===== config.mk =====
export PLATFORM = sky130hd
export DESIGN_NAME = bp_cfg_loader
export DESIGN_NICKNAME = d
export VERILOG_FILES = /design/src/rtl/bp_cfg_loader.sv
export SDC_FILE = /design/constraint.sdc
export NUM_CORES = 1
export LEC_CHECK = 0
export ABC_AREA = 1
export BUFFER_PORTS_ARGS = -buffer_cell sky130_fd_sc_hd__clkbuf_2
export CAP_MARGIN = 25
export CORE_MARGIN = 5
export CORE_UTILIZATION = 41
export CTS_CLUSTER_SIZE = 10
export DETAILED_ROUTE_END_ITERATION = 12
export HOLD_SLACK_MARGIN = 0.12
export PLACE_DENSITY = 0.66
export REMOVE_ABC_BUFFERS = 1
export SLEW_MARGIN = 40
export SYNTH_ARGS = -nofsm -noshare
export SYNTH_HDL_FRONTEND = slang
export SYNTH_SLANG_ARGS = --single-unit

===== constraint.sdc =====
create_clock -name clk_i -period 3.1 [get_ports clk_i]
set_input_delay 0.62 -clock clk_i [delete_from_list [all_inputs] [get_ports clk_i]]
set_output_delay 0.62 -clock clk_i [all_outputs]
set_load 0.005 [all_outputs]

===== src/rtl/bp_cfg_loader.sv =====
// bp_cfg_loader: walks a config table, issuing credited writes and serialized read-checks to the config endpoint.
module bp_cfg_loader #(
    parameter int cfg_addr_width_p  = 16,
    parameter int cfg_data_width_p  = 64,
    parameter int entry_count_p     = 64,
    parameter int max_outstanding_p = 4
) (
    input  logic                                     clk_i,
    input  logic                                     reset_ni,
    input  logic                                     start_i,
    output logic                                     busy_o,
    output logic                                     done_o,
    output logic                                     error_o,
    output logic                                     tbl_v_o,
    output logic [$clog2(entry_count_p)-1:0]         tbl_addr_o,
    input  logic [1+cfg_addr_width_p+cfg_data_width_p:0] tbl_data_i,
    output logic                                     cmd_v_o,
    output logic                                     cmd_w_o,
    output logic [cfg_addr_width_p-1:0]              cmd_addr_o,
    output logic [cfg_data_width_p-1:0]              cmd_data_o,
    input  logic                                     cmd_ready_i,
    input  logic                                     resp_v_i,
    input  logic [cfg_data_width_p-1:0]              resp_data_i,
    output logic                                     resp_yumi_o
);
    localparam int aw = cfg_addr_width_p;
    localparam int dw = cfg_data_width_p;
    localparam int ew = 2 + aw + dw;
    localparam int pw = $clog2(entry_count_p);
    localparam int cw = $clog2(max_outstanding_p + 1);

    typedef enum logic [3:0] {IDLE, FETCH, LATCH, ISSUE, RDWAIT, RDISSUE, RDRESP, DRAIN, DONE} state_e;

    state_e          state_q;
    logic [pw-1:0]   ptr_q;
    logic [cw-1:0]   credits_q, credits_d;
    logic [ew-1:0]   entry_q;
    logic [dw-1:0]   expect_q;
    logic            err_q;
    logic            cmd_hs, at_end, mismatch;

    assign at_end      = entry_q[ew-1] | (ptr_q == pw'(entry_count_p - 1));
    assign cmd_v_o     = (state_q == ISSUE && credits_q < cw'(max_outstanding_p)) || state_q == RDISSUE;
    assign cmd_w_o     = state_q == ISSUE;
    assign cmd_addr_o  = (state_q == ISSUE || state_q == RDISSUE) ? entry_q[dw +: aw] : '0;
    assign cmd_data_o  = state_q == ISSUE ? entry_q[dw-1:0] : '0;
    assign cmd_hs      = cmd_v_o & cmd_ready_i;
    // Stale responses (e.g. to commands abandoned by reset) are refused while nothing is owed.
    assign resp_yumi_o = resp_v_i & (credits_q != '0);
    assign credits_d   = credits_q + cw'(cmd_hs) - cw'(resp_yumi_o);
    assign mismatch    = resp_data_i != expect_q;
    assign busy_o      = !(state_q inside {IDLE, DONE});
    assign done_o      = state_q == DONE;
    assign error_o     = err_q;
    assign tbl_v_o     = state_q == FETCH;
    assign tbl_addr_o  = ptr_q;

    always_ff @(posedge clk_i or negedge reset_ni) begin
        if (!reset_ni) begin
            state_q   <= IDLE;
            ptr_q     <= '0;
            credits_q <= '0;
            entry_q   <= '0;
            expect_q  <= '0;
            err_q     <= 1'b0;
        end else begin
            credits_q <= credits_d;
            case (state_q)
                IDLE, DONE: if (start_i) begin
                    ptr_q   <= '0;
                    err_q   <= 1'b0;
                    state_q <= FETCH;
                end
                FETCH: state_q <= LATCH;
                LATCH: begin
                    entry_q <= tbl_data_i;
                    state_q <= tbl_data_i[ew-2] ? RDWAIT : ISSUE;
                end
                ISSUE: if (cmd_hs) begin
                    if (at_end) state_q <= DRAIN;
                    else begin
                        ptr_q   <= ptr_q + pw'(1);
                        state_q <= FETCH;
                    end
                end
                RDWAIT: if (credits_q == '0) state_q <= RDISSUE;
                RDISSUE: if (cmd_hs) begin
                    expect_q <= entry_q[dw-1:0];
                    state_q  <= RDRESP;
                end
                RDRESP: if (resp_yumi_o) begin
                    err_q <= err_q | mismatch;
                    if (err_q | mismatch | at_end) state_q <= DRAIN;
                    else begin
                        ptr_q   <= ptr_q + pw'(1);
                        state_q <= FETCH;
                    end
                end
                DRAIN: if (credits_q == '0) state_q <= DONE;
                default: state_q <= IDLE;
            endcase
        end
    end
endmodule


Yosys cells after proc, flatten, opt, wreduce, memory -nomap -nowiden. Cells that the tools add are included.

Latch bits: 0. Logic and storage cells: 69. Output and inout port bits: 93. Memory bits (writable): 0. Memories kept: 0. Bits of input ports: 151. ROM bits: 0. Bits in registers: 160.

$lt $le $gt $ge: 1. Multiply operators: 0. Multiplexer cells: 21. Shift-type cells: 0. Divide/modulo/power cells: 0. Equality and inequality tests: 18. Reduce and logical (&&, ||, !) cells: 15. Bitwise operators: 5. Add/sub/neg operators: 3.

Operator list (count): 64-bit 2-to-1 mux (1); 64-bit inequality test (1); 4-bit case mux with 8 select lines (1); 6-bit 2-to-1 mux (5); 4-bit 2-to-1 mux (6); 6-bit case mux with 3 select lines (1); 4-bit by 3-bit equality test with 1-bit output, second input constant (4); 16-bit 2-to-1 mux (1); 2-bit inequality test, second input constant (7); 6-bit AND reduction (2); 3-bit 2-to-1 mux (3); 4-bit by 2-bit equality test with 1-bit output, second input constant (2); 6-bit by 1-bit adder with 6-bit output, second input constant (1); 6-bit equality test, second input constant (1); 3-bit nonzero test (2); 4-bit by 1-bit equality test with 1-bit output, second input constant (1); 4-bit equality test, second input constant (1); 4-bit logical NOT (1); 2-bit nonzero test (2); 3-bit by 1-bit adder with 3-bit output (1); 3-bit logical NOT (1); 3-bit less-than comparator, second input constant (1); 1-bit bitwise OR (3); 3-bit AND reduction (1); other kinds (10) (13).

Logic depth before layout (Yosys ltp). Gate-level depths: netlist (run 1).

Depth after elaboration: 6. Gate-level depth with buffers: 14.

Worst setup path before layout (run 1). Ideal clock, no wire load.

Kind: reg-to-reg. From: register state_q[3]. To: register credits_q[2]. Data arrival time: 2041 ps. Path buffers: 0. Stages on the path, launching flop included: 11. Setup slack: 931 ps. Clock period less this slack: 2169 ps. Cells stage by stage: dfrtp_1 > nor2_1 > nand3_2 > o21ai_2 > nand2_2 > ha_1 > inv_1 > ha_1 > fa_1 > xnor2_1 > xor2_1.

Word-level cells in the longest chain between the ends: 6.

RTL lines: from (decl) (line 34) `state_e state_q;`; from (signal assigned) (line 77) `state_q <= tbl_data_i[ew-2] ? RDWAIT : ISSUE;`; 4-bit by 2-bit equality test with 1-bit output (line 43) `assign cmd_v_o = (state_q == ISSUE && credits_q < cw'(max_outstanding_p)) || state_q == RDISSUE;`; 1-bit logical AND (line 43); 1-bit logical OR * (line 43); net cmd_v_o (line 17) `output logic cmd_v_o,`; 1-bit AND * (line 47) `assign cmd_hs = cmd_v_o & cmd_ready_i;`; 3-bit by 1-bit adder with 3-bit output * (line 50) `assign credits_d = credits_q + cw'(cmd_hs) - cw'(resp_yumi_o);`; 3-bit by 1-bit subtractor with 3-bit output * (line 50); net credits_d[2] (line 36) `logic [cw-1:0] credits_q, credits_d;`; to (signal assigned) (line 67) `credits_q <= credits_d;`; to (decl) (line 36).

Mark *: on every way through the listed nets, which the timed path passes. The rest lies on a longest branch. A chain may end at the register's enable or synchronous reset.

Worst setup path after layout (run 1).
From: register state_q[3]. To: output port cmd_addr_o[3].

Word-level cells in the longest chain between the ends: 3.

RTL lines: 4-bit by 2-bit equality test with 1-bit output / 4-bit by 3-bit equality test with 1-bit output (equally long branches) (line 45) `assign cmd_addr_o = (state_q == ISSUE || state_q == RDISSUE) ? entry_q[dw +: aw] : '0;`; 1-bit logical OR * (line 45); 16-bit 2-to-1 mux * (line 45); to (decl) (line 19) `output logic [cfg_addr_width_p-1:0] cmd_addr_o,`.

Every way passes the cells marked *; elsewhere a longest branch is shown, timed or not.

==> flow_metrics.py, run 1 <==
metrics = {
    "floorplanning": {
        "die_h_um": 148,
        "row_count": 50,
        "die_width_um": 148,
        "io_pins": 244,
        "core_mm2": 0.0186,
        "die-area_mm2": 0.0218,
        "start_util_pct": 41.6,
    },
    "min_path": {
        "min_path_type": "input port to asynchronous set/reset pin",
    },
    "drt": {
        "first_pass_iters": 5,
        "drt-initial-drc-count": 324,
        "drc": 0,
        "vias": 6972,
        "vias_per_cell": 4.59,
        "wl_per_cell_um": 13.6,
        "drt.antenna.violating_nets": 0,
        "wl_um": 20600,
    },
    "sta": {
        "maxSlewHeadroom_pct": 61.0,
        "finalClockSkew_ns": 0.0106,
        "setup_viol": 0,
        "fmax_ghz": 0.378,
        "period_share_pct": 85.2,
        "hold_violations": 0,
        "fin_ws_ns": 0.457,
        "maxSlewViolCount": 0,
        "tightest_slew_ns": 0.585,
        "rsz0062_at_grt": "false",
        "finalCriticalPeriod_ns": 2.64,
    },
    "clock_tree": {
        "cts_buffers": 17,
        "cts.path.max_buffers": 2,
        "clk_latency_ns": 0.42,
        "cts_resized": 0,
        "postCtsSetupRepairBufs": 0,
        "clkTransAtPathRegs_ns": 0.06,
        "hold_buffers": 0,
        "h-tree-depth": 4,
        "cts.sinks": 159,
        "cts_tree": "done",
        "ctsRootBufferMaster": "clkbuf_16",
    },
    "synthesis": {
        "synth_top_family_by_area": "simple AND/OR/NAND/NOR gates",
        "ys_seq_area_share_pct": 51.3,
        "yosysWarnings": 0,
        "syn_inst": 1042,
        "syn_area_mm2": 0.00776,
        "synth_edf_count": 0,
        "synth_area_leaders": "dfrtp_1 51%, nand2_1 14%, o21ai_0 11%",
        "synth.most_common_cell": "nand2_1",
        "yosys.area_share.adder_pct": 0.742,
        "postSynth.asyncResetShare_pct": 100,
        "synth_compound_area_share_pct": 12.2,
        "ys_ff_latch": 159,
        "ys_top_cells_by_count": "296 x nand2_1, 173 x inv_1, 169 x o21ai_0",
        "yosysTopAreaCellShare_pct": 51.3,
        "synth-simple-area-share_pct": 23.4,
        "ys_types": 32,
        "yosys.area.top_type": "dfrtp_1",
        "synth_xor_area_share_pct": 1.58,
        "synth_mux_area_share_pct": 0,
        "synth_area_per_cell_um2": 7.44,
        "synth_top_flop_cell": "dfrtp_1",
    },
    "worst_setup_path": {
        "start_kind": "register",
        "slowest_delay_ns": 0.41,
        "cp_num_cells": 8,
        "required_ns": 2.48,
        "endpoint_kind": "output port",
        "worstSetupPathType": "register to output port",
        "critical_path_buf_inv_count": 4,
        "crit_start": "state_q[3]$_DFFE_PN0P_",
        "r2r_setup_slack_ns": 0.65,
        "r2r-end": "credits_q[2]$_DFF_PN0_",
        "cp_max_fo": 16,
        "path_delay_family": "simple AND/OR/NAND/NOR gates",
        "crit_path_cell_trace": "inv_1 > nand2_1 > nor3_2 > inv_2 > nand2_1 > inv_1 > nor2_1 > clkbuf_2",
        "slowest_stage": "dfrtp_1",
        "crit-reg2reg-launch": "state_q[3]$_DFFE_PN0P_",
        "r2r_cells": 12,
        "arrival_ns": 2.02,
        "cp-endpoint": "cmd_addr_o[3]",
    },
    "placed_design": {
        "dp_hpwl_um": 15500,
        "placed_cells": 1488,
        "placed_cell_area_mm2": 0.00921,
        "globalplace.congestion": 0.877,
        "port_buffers": 243,
        "dp_slack_ns": 0.621,
    },
    "global_route": {
        "use_met1_pct": 26.2,
        "grt_pass1_vias": 6761,
        "antenna_found_initial": 0,
        "grt_use_met2_pct": 30.4,
        "met3_usage_pct": 5.21,
        "grt_pass1_wl_um": 33700,
        "busiest_layer": "met2",
        "grt_max_degree": 68,
        "grt_usage_pct": 19.2,
        "grt_overflow": 0,
    },
    "layout": {
        "fin_area_mm2": 0.00983,
        "area_growth_pct": 26.7,
        "finalNetCount": 1428,
        "antenna_cells": 0,
        "drive_gt1_share_pct": 23.6,
        "stdcell_count": 1520,
    },
    "power_and_ir_drop": {
        "ir_drop_v": 0.000417,
        "power_density_mw_per_mm2": 911,
        "p_total_mw": 8.95,
        "leakagePower_nw": 5.41,
    },
    "run": {
        "cap_viol_max_count": 0,
    },
    "outcome": {
        "status": "finished, final reports clean",
    },
}
==> sequential cells by signal (all words and copies together), names as in the netlist <==
| signal | flops |
|---|---|
| credits_q | 3 |
| entry_q | 81 |
| error_o | 1 |
| expect_q | 64 |
| state_q | 4 |
| tbl_addr_o | 6 |
==> final cells by class <==
type / count / area [um2]
fill: 1810 / 8820
tap: 234 / 293
clock inverter: 13 / 188
clock buffer: 19 / 433
sequential: 159 / 3980
multi-input combinational: 666 / 2950
inverter: 177 / 667
timing repair buffer: 252 / 1320
==> worst min path at each step <==
stage	slack, ns	from	depth (start not counted)	end
2_1_floorplan	0.32	reset_ni	0	credits_q[0]$_DFF_PN0_
4_1_cts	0.18	reset_ni	1	expect_q[47]$_DFFE_PN0P_
3_5_place_dp	0.47	expect_q[4]$_DFFE_PN0P_	2	expect_q[4]$_DFFE_PN0P_
3_3_place_gp	0.47	expect_q[39]$_DFFE_PN0P_	2	expect_q[39]$_DFFE_PN0P_
5_1_grt	0.20	reset_ni	1	expect_q[1]$_DFFE_PN0P_
6_report	0.17	reset_ni	1	expect_q[1]$_DFFE_PN0P_
==> stage by stage <==
stage	utilization [%]	hold slack, ns	setup TNS (ns)
floorplan	-	0.324	-18.11
global placement	49.4	0.467	0
detailed placement	49.4	0.473	0
CTS	52.7	0.179	0
global route	52.7	0.205	0
finish	52.7	0.167	0
==> where the power goes <==
group          switching (mW)  leakage, nW  internal (mW)
logic                    2.08         3.12           1.15
clock network           0.872        0.299           1.35
registers               0.455         1.99           3.04
==> cell families (layout without fill, tap and decap cells) <==
family          count (synthesis)  after routing
compound gates                182            182
xor+xnor                       14             14
simple gates                  466            466
fa+ha+maj                       4              4
flops                         159            159
buf+inv                       217            461
==> worst register-to-register path, delay by kind of cell (launching register included) <==
| family | cells | cell delay, ns |
|---|---|---|
| AOI/OAI and AO/OA | 1 | 0.10 |
| xor gates and xnor gates | 2 | 0.36 |
| adders and majority gates | 3 | 0.84 |
| buffers and inverters | 3 | 0.25 |
| DFF | 1 | 0.41 |
| and+or+nand+nor | 3 | 0.42 |
==> placed cells by master (no fill, tap or decap), types with 3 or more instances in the layout <==
cell         n
nand3_1      9
dfrtp_1    159
clkinv_2     3
bufinv_16    4
clkbuf_2   242
xnor2_1     12
inv_1      173
nand2_1    295
ha_1         3
inv_2        3
nor2_1     144
clkbuf_16   17
o21ai_0    169
buf_4        7
nand2_2      3
o21ai_2      7
==> layer usage <==
layer | up-vias | share of wire (%) | routed length (um)
li1 | 3618 | - | -
met1 | 3122 | 45 | 9320
met2 | 215 | 46 | 9410
met3 | 17 | 8.0 | 1650
met4 | 0 | 1.1 | 234
met5 | - | 0 | 0
Power figures use the tool's default switching activity.
==> run 2: changes to the inputs <==
--- a/config.mk
+++ b/config.mk
@@ -6,14 +6,14 @@
 export NUM_CORES = 1
 export LEC_CHECK = 0
 export ABC_AREA = 1
-export BUFFER_PORTS_ARGS = -buffer_cell sky130_fd_sc_hd__clkbuf_2
-export CAP_MARGIN = 25
+export BUFFER_PORTS_ARGS = -buffer_cell sky130_fd_sc_hd__buf_2
+export CAP_MARGIN = 20
 export CORE_MARGIN = 5
 export CORE_UTILIZATION = 41
 export CTS_CLUSTER_SIZE = 10
 export DETAILED_ROUTE_END_ITERATION = 12
 export HOLD_SLACK_MARGIN = 0.12
-export PLACE_DENSITY = 0.66
+export PLACE_DENSITY = 0.65
 export REMOVE_ABC_BUFFERS = 1
 export SLEW_MARGIN = 40
 export SYNTH_ARGS = -nofsm -noshare
==> run 2 against run 1 <==
- worst hold slack got worse by 0.029 ns
- via count grew 0.36%
- maximum frequency down 3.9%
- setup slack got worse by 0.11 ns
- wire length fell by 0.40%
- flip-flop and latch count stayed put
- clock skew decreased by 0.0041 ns
- clock power down 3%
- first-iteration DRC count increased by 4.9%
- critical path type unchanged
- highest routed layer unchanged
==> flow_metrics.py, run 2 (synthesis gave the netlist of run 1 again) <==
metrics = {
    "power_and_ir_drop": {
        "p_total_mw": 8.88,
        "leakagePower_nw": 5.43,
        "power_density_mw_per_mm2": 904,
        "ir_drop_v": 0.000446,
    },
    "worst_setup_path": {
        "crit-reg2reg-launch": "state_q[3]$_DFFE_PN0P_",
        "r2r_cells": 12,
        "worstSetupPathType": "register to output port",
        "r2r_setup_slack_ns": 0.61,
        "required_ns": 2.48,
        "endpoint_kind": "output port",
        "r2r-end": "credits_q[2]$_DFF_PN0_",
        "start_kind": "register",
        "arrival_ns": 2.13,
        "cp_max_fo": 16,
    },
    "drt": {
        "drc": 0,
        "wl_um": 20500,
        "first_pass_iters": 5,
        "drt-initial-drc-count": 340,
        "vias_per_cell": 4.60,
        "vias": 6997,
        "wl_per_cell_um": 13.5,
        "drt.antenna.violating_nets": 0,
    },
    "clock_tree": {
        "clk_latency_ns": 0.43,
        "hold_buffers": 0,
        "cts_tree": "done",
        "cts.path.max_buffers": 2,
        "cts_resized": 0,
        "h-tree-depth": 4,
        "cts.sinks": 159,
        "ctsRootBufferMaster": "clkbuf_16",
        "postCtsSetupRepairBufs": 0,
        "clkTransAtPathRegs_ns": 0.06,
        "cts_buffers": 17,
    },
    "global_route": {
        "grt_pass1_wl_um": 33200,
        "grt_overflow": 0,
        "grt_usage_pct": 19.0,
        "grt_max_degree": 88,
        "grt_pass1_vias": 6817,
        "antenna_found_initial": 1,
    },
    "sta": {
        "fin_ws_ns": 0.350,
        "finalClockSkew_ns": 0.00642,
        "fmax_ghz": 0.364,
        "finalCriticalPeriod_ns": 2.75,
        "hold_violations": 0,
        "whs_ns": 0.138,
        "rsz0062_at_grt": "false",
        "maxSlewHeadroom_pct": 58.3,
        "fin_setup_tns_ns": 0,
        "maxSlewViolCount": 0,
        "setup_viol": 0,
        "tightest_slew_ns": 0.626,
        "period_share_pct": 88.7,
    },
    "placed_design": {
        "globalplace.congestion": 0.851,
        "placed_cell_area_mm2": 0.00921,
        "dp_hpwl_um": 15100,
        "port_buffers": 243,
        "placed_cells": 1488,
        "dp_slack_ns": 0.716,
    },
    "floorplanning": {
        "start_util_pct": 41.6,
        "io_pins": 244,
        "row_count": 50,
        "die_width_um": 148,
        "die_h_um": 148,
        "die-area_mm2": 0.0218,
        "core_mm2": 0.0186,
    },
    "layout": {
        "area_growth_pct": 26.6,
        "fin_area_mm2": 0.00982,
        "final_common_cell": "nand2_1",
        "drive_gt1_share_pct": 23.6,
        "post-route-util_pct": 52.7,
        "largest-register": "entry_q",
        "finalNetCount": 1428,
        "fill_cells": 1829,
        "largest_reg_flops": 81,
        "stdcell_count": 1521,
        "most-common-layout-cells": "295 x nand2_1, 242 x buf_2, 173 x inv_1, 169 x o21ai_0, 159 x dfrtp_1",
    },
    "outcome": {
        "status": "finished, final reports clean",
    },
    "min_path": {
        "min_path_type": "input port to asynchronous set/reset pin",
    },
    "run": {
        "cap_viol_max_count": 0,
    },
}
run 2: cell types whose count changed in the layout (fill, tap and decap cells not counted), moves of 2 or more:
cell / before / now
clkinv_2: 3 / 1
clkbuf_2: 242 / 0
clkinv_4: 2 / 0
inv_6: 1 / 3
clkinvlp_4: 2 / 5
buf_2: 0 / 242
run 2: worst max path at each step:
stage | from | end | slack (ns)
floorplan | state_q[1]$_DFFE_PN0P_ | state_q[2]$_DFFE_PN0P_ | -0.44
global placement | resp_data_i[29] | tbl_addr_o[3]$_DFFE_PN0P_ | 0.74
detailed placement | resp_data_i[29] | tbl_addr_o[5]$_DFFE_PN0P_ | 0.72
CTS | state_q[3]$_DFFE_PN0P_ | cmd_addr_o[14] | 0.41
global route | state_q[3]$_DFFE_PN0P_ | cmd_addr_o[14] | 0.17
finish | state_q[3]$_DFFE_PN0P_ | cmd_addr_o[14] | 0.35
run 2: critical path, cell delays in order, from the launching register on:
cell and delay [ns]:
dfrtp_1 0.42, inv_1 0.09, nand2_1 0.07, nor3_2 0.34
inv_2 0.12, nand2_1 0.11, inv_1 0.22, nor2_1 0.19
buf_2 0.13
run 2: metal layers:
layer / global-route usage, % / up-vias / share of wire (%)
met4: 5.13 / 0 / 1.5
met2: 30.5 / 206 / 46
met5: 0 / - / 0
met1: 24.8 / 3153 / 45
met3: 6.44 / 26 / 7.9
li1: - / 3612 / -
run 2: cell type report:
| type | count | area [um2] | share of cell area, % |
|---|---|---|---|
| multi-input cells | 666 | 2960 | 30.1 |
| well taps | 234 | 293 | 2.98 |
| inverters | 177 | 667 | 6.79 |
| flip-flops and latches | 159 | 3980 | 40.5 |
| diodes | 1 | 2.50 | 0.0255 |
| clock buffers | 20 | 447 | 4.55 |
| repair buffers | 252 | 1320 | 13.4 |
| clock inverters | 12 | 159 | 1.62 |
run 2: power breakdown:
part	total (mW)	internal, mW	switching [mW]
Combinational	3.21	1.15	2.06
Sequential	3.50	3.04	0.461
Clock	2.17	1.29	0.872
Total	8.88	5.49	3.39
==> run 3: changes to the inputs <==
--- a/config.mk
+++ b/config.mk
@@ -10,6 +10,7 @@
 export CAP_MARGIN = 20
 export CORE_MARGIN = 5
 export CORE_UTILIZATION = 41
+export CTS_CLUSTER_DIAMETER = 150
 export CTS_CLUSTER_SIZE = 10
 export DETAILED_ROUTE_END_ITERATION = 12
 export HOLD_SLACK_MARGIN = 0.12
==> constraint.sdc (replaced) <==
create_clock -name clk_i -period 2.6 [get_ports clk_i]
set_input_delay 0.52 -clock clk_i [delete_from_list [all_inputs] [get_ports clk_i]]
set_output_delay 0.52 -clock clk_i [all_outputs]
set_load 0.005 [all_outputs]
==> run 3 against run 2 <==
- global-route usage barely moved
- largest cell class unchanged
- first-iteration DRC count rose by 2.4%
- count of clock-buffer cells in the layout fell by 1
- design area rose by 1.6%
- core utilization rose by 0.83 points
- setup slack got worse by 0.15 ns
- register-to-register slack got worse by 0.41 ns
==> flow_metrics.py, run 3 (synthesis gave the netlist of run 1 again) <==
metrics = {
    "worst_setup_path": {
        "crit-reg2reg-launch": "state_q[3]$_DFFE_PN0P_",
        "arrival_ns": 1.88,
        "cp-endpoint": "cmd_addr_o[10]",
        "r2r_setup_slack_ns": 0.20,
        "cp_max_fo": 35,
        "worstSetupPathType": "register to output port",
        "endpoint_kind": "output port",
        "crit_start": "state_q[3]$_DFFE_PN0P_",
        "crit_path_cell_trace": "nor2_1 > nand3_2 > buf_12 > nand2_1 > inv_1 > buf_12 > nor2_1 > buf_2",
        "required_ns": 2.08,
        "start_kind": "register",
        "slowest_stage": "dfrtp_1",
        "r2r-end": "credits_q[2]$_DFF_PN0_",
        "r2r_cells": 12,
        "slowest_delay_ns": 0.41,
    },
    "sta": {
        "fin_ws_ns": 0.197,
        "rsz0062_at_grt": "false",
        "fin_setup_tns_ns": 0,
        "tightest_slew_ns": 0.584,
        "finalClockSkew_ns": 0.00884,
        "finalCriticalPeriod_ns": 2.40,
        "setup_viol": 0,
        "maxSlewHeadroom_pct": 60.7,
        "hold_violations": 0,
        "fmax_ghz": 0.416,
        "maxSlewViolCount": 0,
        "period_share_pct": 92.4,
    },
    "drt": {
        "drc": 0,
        "vias": 6987,
        "wl_um": 21000,
        "drt-initial-drc-count": 348,
        "vias_per_cell": 4.58,
        "drt.antenna.violating_nets": 0,
        "wl_per_cell_um": 13.8,
        "first_pass_iters": 4,
    },
    "floorplanning": {
        "start_util_pct": 41.6,
        "die_width_um": 148,
        "core_mm2": 0.0186,
        "row_count": 50,
        "die_h_um": 148,
        "die-area_mm2": 0.0218,
        "io_pins": 244,
    },
    "placed_design": {
        "globalplace.congestion": 0.814,
        "placed_cells": 1489,
        "dp_hpwl_um": 15100,
        "port_buffers": 243,
        "dp_slack_ns": 0.155,
    },
    "clock_tree": {
        "ctsRootBufferMaster": "clkbuf_16",
        "cts.path.max_buffers": 2,
        "h-tree-depth": 4,
        "cts.sinks": 159,
        "clk_latency_ns": 0.42,
        "clkTransAtPathRegs_ns": 0.06,
        "cts_tree": "done",
        "cts_buffers": 17,
    },
    "global_route": {
        "grt_max_degree": 84,
        "grt_usage_pct": 19.0,
        "grt_overflow": 0,
        "antenna_found_initial": 2,
        "grt_pass1_wl_um": 33400,
        "grt_pass1_vias": 6818,
    },
    "layout": {
        "most-common-layout-cells": "295 x nand2_1, 242 x buf_2, 173 x inv_1, 169 x o21ai_0, 159 x dfrtp_1",
        "stdcell_count": 1525,
        "area_growth_pct": 28.6,
        "finalNetCount": 1432,
        "post-route-util_pct": 53.5,
        "final_common_cell": "nand2_1",
        "drive_gt1_share_pct": 23.8,
        "largest-register": "entry_q",
        "largest_reg_flops": 81,
    },
    "power_and_ir_drop": {
        "power_density_mw_per_mm2": 1090,
        "ir_drop_v": 0.000596,
        "leakagePower_nw": 5.52,
        "p_total_mw": 10.9,
    },
    "outcome": {
        "status": "finished, final reports clean",
    },
    "min_path": {
        "min_path_type": "input port to register",
    },
    "run": {
        "cap_viol_max_count": 0,
    },
}
==> run 3: changes by cell type in the layout (fill, tap and decap cells not counted), sizes merged <==
| cell | previous run | this run |
|---|---|---|
| inv | 180 | 179 |
| clkinv | 1 | 4 |
| dlygate4sd3 | 0 | 1 |
| clkinvlp | 5 | 1 |
| buf | 252 | 254 |
| bufinv | 3 | 5 |
| diode | 1 | 2 |
==> run 3: where the power goes <==
group | internal (mW) | switching (mW)
clock network | 1.76 | 1.03
registers | 3.63 | 0.549
logic | 1.46 | 2.49
total | 6.85 | 4.07
==> run 3: worst min-delay path by stage <==
stage / from / end / slack (ns) / cells after the start
after floorplan: reset_ni / credits_q[0]$_DFF_PN0_ / 0.22 / 0
after global placement: expect_q[18]$_DFFE_PN0P_ / expect_q[18]$_DFFE_PN0P_ / 0.47 / 2
after detailed placement: expect_q[18]$_DFFE_PN0P_ / expect_q[18]$_DFFE_PN0P_ / 0.47 / 2
after CTS: tbl_data_i[23] / entry_q[23]$_DFFE_PN0N_ / 0.28 / 3
after global routing: tbl_data_i[65] / entry_q[65]$_DFFE_PN0N_ / 0.29 / 3
final: tbl_data_i[81] / entry_q[81]$_DFFE_PN0N_ / 0.30 / 3
==> run 3: layout make-up <==
cell class,count,area [um2]
clock buffers,19,453
inverters,177,667
fillers,1817,8670
clock inverters,12,206
diodes,2,5.00
well taps,234,293
multi-input cells,666,2960
flip-flops and latches,159,3980
repair buffers,256,1420
==> run 3: repair_timing <==
action | CTS | global route
hold buffers | 1 | 0
endpoints found under the setup margin | 0 | 4
endpoints found under the hold margin | 50 | 0
gates resized for setup | 0 | 1
setup buffers | 0 | 1
==> run 3: worst max-delay path, delay by kind of cell, from the launching register on <==
| family | cells | cell delay [ns] |
|---|---|---|
| flip-flops | 1 | 0.41 |
| buffers and inverters | 4 | 0.54 |
| AND/OR/NAND/NOR | 4 | 0.51 |
==> run 3: per-layer routing <==
metal,global-route usage (%),routed length (um)
met4,6.20,393
met5,0,0
met2,30.6,9560
met3,6.19,1690
met1,24.4,9330
==> run 3: through the flow <==
| stage | cell area [um2] | hold slack [ns] |
|---|---|---|
| finish | 9980 | 0.303 |
| global route | 9980 | 0.290 |
| detailed placement | 9260 | 0.474 |
| CTS | 9930 | 0.282 |
| floorplan | 7590 | 0.224 |
| global placement | 9260 | 0.466 |
